===== config.mk =====
export PLATFORM = sky130hd
export DESIGN_NAME = ls_access_ctrl_flat
export DESIGN_NICKNAME = d
export VERILOG_FILES = /design/src/rtl/ls_access_ctrl_if.sv /design/src/rtl/ls_access_ctrl.sv /design/src/flat_wrapper.sv
export SDC_FILE = /design/constraint.sdc
export NUM_CORES = 1
export LEC_CHECK = 0
export ABC_AREA = 1
export CAP_MARGIN = 5
export CORE_AREA = 4 4 333 335
export DETAILED_ROUTE_END_ITERATION = 12
export DIE_AREA = 0 0 337 339
export GPL_ROUTABILITY_DRIVEN = 0
export PLACE_DENSITY_LB_ADDON = 0.08
export RECOVER_POWER = 100
export SETUP_SLACK_MARGIN = 0.5
export SLEW_MARGIN = 20
export SYNTH_ARGS = -nofsm -noshare
export SYNTH_HDL_FRONTEND = slang
export SYNTH_SLANG_ARGS = --single-unit

===== constraint.sdc =====
create_clock -name clk -period 2.76 [get_ports clk]
set_clock_uncertainty 0.15 [all_clocks]
set_input_delay 0.69 -clock clk [delete_from_list [all_inputs] [get_ports clk]]
set_output_delay 0.69 -clock clk [all_outputs]
set_load 0.05 [all_outputs]

===== src/rtl/ls_access_ctrl_if.sv =====
// ---------------------------------------------------------------------------
// ls_access_ctrl_if
//   Request/response bundle between one local-store requester (odd pipe or
//   DMA/MFC) and ls_access_ctrl.
//
//   req_valid/req_ready : quadword access handshake (accepted on valid&ready)
//   req_we              : 1=store, 0=load
//   req_addr            : 18-bit byte address, low 4 bits ignored
//   req_wdata           : 128-bit store data
//   req_tag             : load tag, echoed back on rsp_tag
//   rsp_valid/rsp_ready : load data handshake
//   rsp_data/rsp_tag    : returned load data and its tag
//
//   master : requester side.  slave : controller side.
// ---------------------------------------------------------------------------
interface ls_access_ctrl_if #(
    parameter int TAG_W = 4
);
    logic             req_valid;
    logic             req_ready;
    logic             req_we;
    logic [17:0]      req_addr;
    logic [127:0]     req_wdata;
    logic [TAG_W-1:0] req_tag;
    logic             rsp_valid;
    logic             rsp_ready;
    logic [127:0]     rsp_data;
    logic [TAG_W-1:0] rsp_tag;

    modport master (
        output req_valid, req_we, req_addr, req_wdata, req_tag, rsp_ready,
        input  req_ready, rsp_valid, rsp_data, rsp_tag
    );

    modport slave (
        input  req_valid, req_we, req_addr, req_wdata, req_tag, rsp_ready,
        output req_ready, rsp_valid, rsp_data, rsp_tag
    );
endinterface


===== src/rtl/ls_access_ctrl.sv =====
// ---------------------------------------------------------------------------
// ls_access_ctrl
//   Access controller in front of the 256KB local store RAM. Arbitrates
//   quadword loads/stores from the odd pipe and the DMA engine (fixed DMA
//   priority with a starvation guard for the pipe), drives the LS pins
//   combinationally in the accept cycle, and captures the registered LS read
//   data into a one-entry response buffer per requester.
//
//   Ports:
//     clk, rst   : clock, synchronous active-high reset
//     pipe       : ls_access_ctrl_if.slave, odd-pipe requester
//     dma        : ls_access_ctrl_if.slave, DMA/MFC requester
//     ls_ce      : LS chip enable (1 only in an accept cycle)
//     ls_we      : LS write enable
//     ls_addr    : LS address, quadword aligned
//     ls_wdata   : LS write data
//     ls_rdata   : LS read data, valid the cycle after a read is issued
//
//   Optional build macro LS_ACCESS_STATS_EN adds wrap-around counters:
//     stat_rd_cnt       : accepted loads
//     stat_wr_cnt       : accepted stores
//     stat_conflict_cnt : cycles with both requesters valid and eligible
//
//   Load latency: accept in N, ls_rdata in N+1, rsp_valid in N+2.
// ---------------------------------------------------------------------------

// Per-requester load tracking: one in-flight flag, the tag of that load, and
// the response buffer that holds data until the requester takes it.
module ls_access_port #(
    parameter int TAG_W = 4
) (
    input  logic             clk,
    input  logic             rst,
    input  logic             issue_ld,   // this requester's load won this cycle
    input  logic [TAG_W-1:0] req_tag,
    input  logic             rsp_ready,
    input  logic [127:0]     ls_rdata,
    output logic             ld_ok,      // a load from this requester may be accepted
    output logic             rsp_valid,
    output logic [127:0]     rsp_data,
    output logic [TAG_W-1:0] rsp_tag
);
    logic             inflight;
    logic [TAG_W-1:0] tag_q;

    // The buffer counts as free when it is being drained this cycle, which
    // lets a requester sustain one load every two cycles.
    assign ld_ok = !inflight && (!rsp_valid || rsp_ready);

    always_ff @(posedge clk) begin
        if (rst) begin
            inflight  <= 1'b0;
            tag_q     <= '0;
            rsp_valid <= 1'b0;
            rsp_data  <= '0;
            rsp_tag   <= '0;
        end else begin
            inflight <= issue_ld;
            if (issue_ld)
                tag_q <= req_tag;
            // A capture beats a drain on the same edge: new data stays valid.
            if (inflight) begin
                rsp_valid <= 1'b1;
                rsp_data  <= ls_rdata;
                rsp_tag   <= tag_q;
            end else if (rsp_valid && rsp_ready) begin
                rsp_valid <= 1'b0;
            end
        end
    end
endmodule

module ls_access_ctrl #(
    parameter int TAG_W      = 4,
    parameter int STARVE_MAX = 4
) (
    input  logic                 clk,
    input  logic                 rst,
    ls_access_ctrl_if.slave      pipe,
    ls_access_ctrl_if.slave      dma,
    output logic                 ls_ce,
    output logic                 ls_we,
    output logic [17:0]          ls_addr,
    output logic [127:0]         ls_wdata,
    input  logic [127:0]         ls_rdata
`ifdef LS_ACCESS_STATS_EN
    ,
    output logic [31:0]          stat_rd_cnt,
    output logic [31:0]          stat_wr_cnt,
    output logic [31:0]          stat_conflict_cnt
`endif
);
    localparam int SW = (STARVE_MAX < 1) ? 1 : $clog2(STARVE_MAX + 1);
    localparam logic [SW-1:0] STARVE_LIM = SW'(STARVE_MAX);
    localparam logic [17:0]   QW_MASK    = 18'h3fff0;

    logic          p_ld_ok, d_ld_ok;
    logic          p_el, d_el, both_el;
    logic          p_win, d_win;
    logic [SW-1:0] starve_cnt;

    // ------------------------------------------------------------------
    // Eligibility and arbitration. Everything is gated by rst so that no
    // request is accepted and the LS stays idle while reset is held.
    // ------------------------------------------------------------------
    always_comb begin
        p_el    = !rst && pipe.req_valid && (pipe.req_we || p_ld_ok);
        d_el    = !rst && dma.req_valid  && (dma.req_we  || d_ld_ok);
        both_el = p_el && d_el;
        // DMA has priority unless the pipe has lost STARVE_MAX times in a row.
        p_win   = p_el && (!d_el || (starve_cnt == STARVE_LIM));
        d_win   = d_el && !p_win;
    end

    assign pipe.req_ready = p_win;
    assign dma.req_ready  = d_win;

    // ------------------------------------------------------------------
    // LS pins: driven straight from the winner; all zero when idle.
    // ------------------------------------------------------------------
    always_comb begin
        ls_ce    = 1'b0;
        ls_we    = 1'b0;
        ls_addr  = '0;
        ls_wdata = '0;
        if (p_win) begin
            ls_ce    = 1'b1;
            ls_we    = pipe.req_we;
            ls_addr  = pipe.req_addr & QW_MASK;
            ls_wdata = pipe.req_wdata;
        end else if (d_win) begin
            ls_ce    = 1'b1;
            ls_we    = dma.req_we;
            ls_addr  = dma.req_addr & QW_MASK;
            ls_wdata = dma.req_wdata;
        end
    end

    // ------------------------------------------------------------------
    // Starvation counter: counts consecutive eligible losses of the pipe.
    // Holds while the pipe is valid but ineligible (waiting on its own load).
    // ------------------------------------------------------------------
    always_ff @(posedge clk) begin
        if (rst)
            starve_cnt <= '0;
        else if (!pipe.req_valid || p_win)
            starve_cnt <= '0;
        else if (p_el && (starve_cnt != STARVE_LIM))
            starve_cnt <= starve_cnt + 1'b1;
    end

    // ------------------------------------------------------------------
    // Response buffers. Only one read is issued per cycle, so at most one
    // in-flight flag is set on any capture edge and ls_rdata has one owner.
    // ------------------------------------------------------------------
    ls_access_port #(.TAG_W(TAG_W)) u_pipe_port (
        .clk       (clk),
        .rst       (rst),
        .issue_ld  (p_win && !pipe.req_we),
        .req_tag   (pipe.req_tag),
        .rsp_ready (pipe.rsp_ready),
        .ls_rdata  (ls_rdata),
        .ld_ok     (p_ld_ok),
        .rsp_valid (pipe.rsp_valid),
        .rsp_data  (pipe.rsp_data),
        .rsp_tag   (pipe.rsp_tag)
    );

    ls_access_port #(.TAG_W(TAG_W)) u_dma_port (
        .clk       (clk),
        .rst       (rst),
        .issue_ld  (d_win && !dma.req_we),
        .req_tag   (dma.req_tag),
        .rsp_ready (dma.rsp_ready),
        .ls_rdata  (ls_rdata),
        .ld_ok     (d_ld_ok),
        .rsp_valid (dma.rsp_valid),
        .rsp_data  (dma.rsp_data),
        .rsp_tag   (dma.rsp_tag)
    );

`ifdef LS_ACCESS_STATS_EN
    // ------------------------------------------------------------------
    // Access statistics, wrap-around.
    // ------------------------------------------------------------------
    always_ff @(posedge clk) begin
        if (rst) begin
            stat_rd_cnt       <= '0;
            stat_wr_cnt       <= '0;
            stat_conflict_cnt <= '0;
        end else begin
            if (ls_ce && !ls_we)
                stat_rd_cnt <= stat_rd_cnt + 32'd1;
            if (ls_ce && ls_we)
                stat_wr_cnt <= stat_wr_cnt + 32'd1;
            if (both_el)
                stat_conflict_cnt <= stat_conflict_cnt + 32'd1;
        end
    end
`else
    // both_el only feeds the statistics block.
    logic unused_both_el;
    assign unused_both_el = both_el;
`endif

endmodule


===== src/flat_wrapper.sv =====
// flat-port wrapper written by rule: the top's interface ports become plain ports
module ls_access_ctrl_flat 
#(
    parameter int TAG_W      = 4,
    parameter int STARVE_MAX = 4
)
  (clk, rst, ls_ce, ls_we, ls_addr, ls_wdata, ls_rdata, pipe_req_valid, pipe_req_we, pipe_req_addr, pipe_req_wdata, pipe_req_tag, pipe_rsp_ready, pipe_req_ready, pipe_rsp_valid, pipe_rsp_data, pipe_rsp_tag, dma_req_valid, dma_req_we, dma_req_addr, dma_req_wdata, dma_req_tag, dma_rsp_ready, dma_req_ready, dma_rsp_valid, dma_rsp_data, dma_rsp_tag);
  ls_access_ctrl_if #(.TAG_W(TAG_W)) pipe_i ();
  ls_access_ctrl_if #(.TAG_W(TAG_W)) dma_i ();
  input  logic clk;
  input  logic rst;
  output logic ls_ce;
  output logic ls_we;
  output logic [17:0] ls_addr;
  output logic [127:0] ls_wdata;
  input  logic [127:0] ls_rdata;
  input wire logic [$bits(pipe_i.req_valid)-1:0] pipe_req_valid;
  input wire logic [$bits(pipe_i.req_we)-1:0] pipe_req_we;
  input wire logic [$bits(pipe_i.req_addr)-1:0] pipe_req_addr;
  input wire logic [$bits(pipe_i.req_wdata)-1:0] pipe_req_wdata;
  input wire logic [$bits(pipe_i.req_tag)-1:0] pipe_req_tag;
  input wire logic [$bits(pipe_i.rsp_ready)-1:0] pipe_rsp_ready;
  output wire logic [$bits(pipe_i.req_ready)-1:0] pipe_req_ready;
  output wire logic [$bits(pipe_i.rsp_valid)-1:0] pipe_rsp_valid;
  output wire logic [$bits(pipe_i.rsp_data)-1:0] pipe_rsp_data;
  output wire logic [$bits(pipe_i.rsp_tag)-1:0] pipe_rsp_tag;
  input wire logic [$bits(dma_i.req_valid)-1:0] dma_req_valid;
  input wire logic [$bits(dma_i.req_we)-1:0] dma_req_we;
  input wire logic [$bits(dma_i.req_addr)-1:0] dma_req_addr;
  input wire logic [$bits(dma_i.req_wdata)-1:0] dma_req_wdata;
  input wire logic [$bits(dma_i.req_tag)-1:0] dma_req_tag;
  input wire logic [$bits(dma_i.rsp_ready)-1:0] dma_rsp_ready;
  output wire logic [$bits(dma_i.req_ready)-1:0] dma_req_ready;
  output wire logic [$bits(dma_i.rsp_valid)-1:0] dma_rsp_valid;
  output wire logic [$bits(dma_i.rsp_data)-1:0] dma_rsp_data;
  output wire logic [$bits(dma_i.rsp_tag)-1:0] dma_rsp_tag;
  assign pipe_i.req_valid = pipe_req_valid;
  assign pipe_i.req_we = pipe_req_we;
  assign pipe_i.req_addr = pipe_req_addr;
  assign pipe_i.req_wdata = pipe_req_wdata;
  assign pipe_i.req_tag = pipe_req_tag;
  assign pipe_i.rsp_ready = pipe_rsp_ready;
  assign pipe_req_ready = pipe_i.req_ready;
  assign pipe_rsp_valid = pipe_i.rsp_valid;
  assign pipe_rsp_data = pipe_i.rsp_data;
  assign pipe_rsp_tag = pipe_i.rsp_tag;
  assign dma_i.req_valid = dma_req_valid;
  assign dma_i.req_we = dma_req_we;
  assign dma_i.req_addr = dma_req_addr;
  assign dma_i.req_wdata = dma_req_wdata;
  assign dma_i.req_tag = dma_req_tag;
  assign dma_i.rsp_ready = dma_rsp_ready;
  assign dma_req_ready = dma_i.req_ready;
  assign dma_rsp_valid = dma_i.rsp_valid;
  assign dma_rsp_data = dma_i.rsp_data;
  assign dma_rsp_tag = dma_i.rsp_tag;
  ls_access_ctrl #(.TAG_W(TAG_W), .STARVE_MAX(STARVE_MAX)) u_core (.clk(clk), .rst(rst), .pipe(pipe_i), .dma(dma_i), .ls_ce(ls_ce), .ls_we(ls_we), .ls_addr(ls_addr), .ls_wdata(ls_wdata), .ls_rdata(ls_rdata));
endmodule

==> results <==
## per-stage QoR
step | utilization, % | total power (µW) | instance area (µm²)
final | 25.7 | 13700 | 27800
after global routing | 25.7 | 14300 | 27800
after CTS | 25.0 | 14000 | 27000
after detailed placement | 22.3 | 8460 | 24100
after global placement | 22.3 | 8470 | 24100
after floorplan | - | 6310 | 12600
## what timing repair did
action | in CTS | in global routing
setup buffers | 24 | 4
endpoints found under the setup margin | 507 | 512
gates cloned | 18 | 9
gates resized for setup | 342 | 395
pin swaps | 50 | 51
## worst reg2reg max path: stages, from the launching register on
cell and delay (ns):
sky130_fd_sc_hd__dfxtp_1 0.33, sky130_fd_sc_hd__inv_4 0.07, sky130_fd_sc_hd__clkbuf_4 1.35, sky130_fd_sc_hd__nor2_1 0.63, sky130_fd_sc_hd__nor2_1 0.20
## power breakdown
part           internal, µW  switching (µW)
sequential             4230            92.4
clock                  2880            2060
combinational          1890            2520
total                  9000            4680
## routing by layer
layer / global-route usage, % / up-vias / wire length (µm)
met5: 0 / - / 242
met4: 4.44 / 38 / 2270
met3: 6.38 / 137 / 8720
met2: 26.0 / 581 / 45100
met1: 15.8 / 6833 / 33800
li1: - / 7097 / -
## sequential cells by signal, summed over array words and instances (netlist names)
name and flops:
u_core.u_dma_port.rsp_tag 4, u_core.u_dma_port.inflight 1, u_core.u_pipe_port.inflight 1, u_core.u_pipe_port.rsp_tag 4, u_core.u_dma_port.rsp_valid 1, u_core.u_pipe_port.rsp_valid 1, u_core.u_dma_port.rsp_data 128, u_core.u_pipe_port.rsp_data 128
u_core.u_pipe_port.tag_q 4, u_core.u_dma_port.tag_q 4, u_core.starve_cnt 3
## layout make-up
cell class | instances | area [µm²] | share of cell area, %
Clock buffer | 57 | 1070 | 3.87
Inverter | 38 | 211 | 0.762
Multi-Input combinational cell | 1281 | 7430 | 26.8
Clock inverter | 8 | 113 | 0.406
Timing Repair inverter | 3 | 66.3 | 0.239
Tap cell | 1414 | 1770 | 6.37
Sequential cell | 279 | 5590 | 20.1
Antenna cell | 14 | 35.0 | 0.126
Timing Repair Buffer | 934 | 11500 | 41.3
## worst max-delay path by stage
stage / start / slack, ns / end / depth (start not counted)
floorplan: rst / 0.09 / ls_wdata[18] / 10
global placement: dma_rsp_ready / -0.83 / ls_wdata[120] / 14
detailed placement: dma_rsp_ready / -0.84 / ls_wdata[120] / 14
CTS: u_core.starve_cnt[0] / -0.42 / ls_wdata[41] / 11
global route: u_core.starve_cnt[0] / -0.45 / ls_wdata[113] / 13
finish: pipe_rsp_ready / -0.37 / ls_wdata[31] / 14
## cell families after synthesis
family,Yosys count,share of synthesized area [%]
XOR/XNOR,1,0.0761
adder cells (fa/ha/maj),2,0.217
AO/OA/AOI/OAI,280,12.3
other,1,0.0326
buffers and inverters,160,6.21
flip-flops,279,48.5
AND/OR/NAND/NOR,994,32.7
## cell usage in the layout (no fill, tap or decap), types with 64 or more instances in the layout
master | synthesis | final
sky130_fd_sc_hd__buf_12 | 0 | 164
sky130_fd_sc_hd__clkbuf_2 | 0 | 64
sky130_fd_sc_hd__clkdlybuf4s50_1 | 0 | 445
sky130_fd_sc_hd__dfxtp_1 | 279 | 275
sky130_fd_sc_hd__dlymetal6s2s_1 | 0 | 147
sky130_fd_sc_hd__nand2_1 | 460 | 136
sky130_fd_sc_hd__nand2_2 | 1 | 89
sky130_fd_sc_hd__nand2_4 | 1 | 217
sky130_fd_sc_hd__nor2_1 | 521 | 521
sky130_fd_sc_hd__o21ai_0 | 265 | 265
==> impl_results.md <==
* Run status: finished, violations left
* Violated checks: capacitance limit, slew limit, setup timing
* Highest Clock Rate at 320 MHz
* Worst-skew pair later-pin latency at 0.56 ns
* Layout filler cell count at 11600
* Dpl hpwl at 66100 µm
* Cells after synthesis at 1717
* Starting DRC count in detailed routing at 576
* Async set-or-reset flop fraction in the synthesized netlist at 0%
* Vias per inst at 3.65
* First-pass GRT wire length at 121000 µm
* Final Hold Viols at 0
* Count of port buffers added during placement at 839
* Proportion of synthesized chip area in sequential cells at 48.5%
* Flip-flop and latch count after synthesis at 279
* Type of element launching the critical path: primary input
* Setup WS pre-CTS at -0.841 ns
* Largest cells by area after synthesis: sky130_fd_sc_hd__dfxtp_1, sky130_fd_sc_hd__nor2_1, sky130_fd_sc_hd__nand2_1
* Origin of the critical flop-to-flop path: u_core.u_pipe_port.inflight
* Number of placed instances with taps included at 3894
* Total grt overflow at 0
* Number of violations of the max-capacitance limit at 3
* Dominant cell by count in the synthesized netlist: sky130_fd_sc_hd__nor2_1
* Yosys cell types at 23
* Vias after detailed routing at 14700
* Worst setup slack after layout at -0.367 ns
* Syn avg cell area at 6.71 µm²
* Antenna violations before repair at 47
* Max rail drop VDD at 370 µV
* Biggest area consumer among synthesized cells: sky130_fd_sc_hd__dfxtp_1
* Pin count of the biggest net entering global routing at 130
* Worst setup slack for register-to-register paths at -0.04 ns
* Required @ worst endpoint at 1.92 ns
* Cell class contributing the biggest share of worst-path delay: buffers and inverters
* Number of warning messages in the yosys log at 0
* Wire per inst at 22.4 µm
* Total routing usage reported by global routing at 14.7%
* CTS sink cnt at 279
* Worst min-delay path category: reg -> reg
* Fraction of final layout cells with drive strength greater than 1 at 28.2%
* Reg-to-Reg End: u_core.u_pipe_port.rsp_data[119]
* Clock Pin Slew Worst Setup and Hold Paths at 0.05 ns
* Worst path buffer plus inverter count at 7
* Number of DRC violations after detailed routing at 0
* Die W at 337 µm
* Setup TNS at -44.55 ns
* Post-layout minimum cycle time at 3.13 ns
* Crit Path Class: in -> out
* Final worst-path cycle share at 113%
* Area of the die at 114000 µm²
* Element type at the critical path end: output pin
* Share of Yosys cell area claimed by the top area cell type at 48.5%
* Cell chain of the critical path: clkdlybuf4s15_2, inv_8, nand2_4, nand2_4, a21oi_4, nand2_8, nand2_8, inv_16, buf_12, buf_12, buf_16, nand2_2, nand2_2, buf_12
* Via count of the first global-routing pass at 15200
* Arrival time worst endpoint at 2.29 ns
* NumNets Final at 3013
* Antenna-violating nets left at 0
* Setup violators final at 147
* Final wirelength at 90200 µm
* Total count of max-transition violations in the final report at 267
* Most common cell on crit path: sky130_fd_sc_hd__buf_12
* Critical hold path startpoint: u_core.u_pipe_port.tag_q[1]
* Final non-filler cell total at 4028
* Number of ports placed on the die boundary at 852
* Number of buffers added to fix hold violations after cts at 0
* Core Area at 108000 µm²
* Most used flip-flop cell after synthesis: sky130_fd_sc_hd__dfxtp_1
* Buffer type at the clock tree root: sky130_fd_sc_hd__clkbuf_16
* H-tree depth reported by CTS at 2
* Number of enable flip-flop cells after synthesis at 0
* Largest fanout on the critical path at 7
* TritonCTS buffer count at 38
* CTS tree: yes
* Cell Pwr Density at 493 nW/µm²
* Hold EP: u_core.u_pipe_port.rsp_tag[1]
* Max incr delay on CP at 0.23 ns
* Master of the slowest instance on the critical path: sky130_fd_sc_hd__clkdlybuf4s15_2
* Hold Path Depth at 2
* Leakage at 0.0143 µW
* Die boundary height at 339 µm
* Most frequent cells after synthesis: sky130_fd_sc_hd__nor2_1, sky130_fd_sc_hd__nand2_1, sky130_fd_sc_hd__dfxtp_1
* Cell area after synthesis at 11500 µm²
* Area growth from synthesis to final layout at 141%
* Transition at the pin with the smallest max-transition slack at 2.00 ns
* Worst slew margin at -33.6%
* Setup repair after global routing missed its margin: yes
* First drt pass iteration count at 5
* Hold WS at 0.316 ns
* Starting density of the core at 10.7%
* Largest buffer count on any clock path at 3
* Worst R2R Path Depth at 4
* Row cnt at 121
Power figures use the tool's default switching activity.
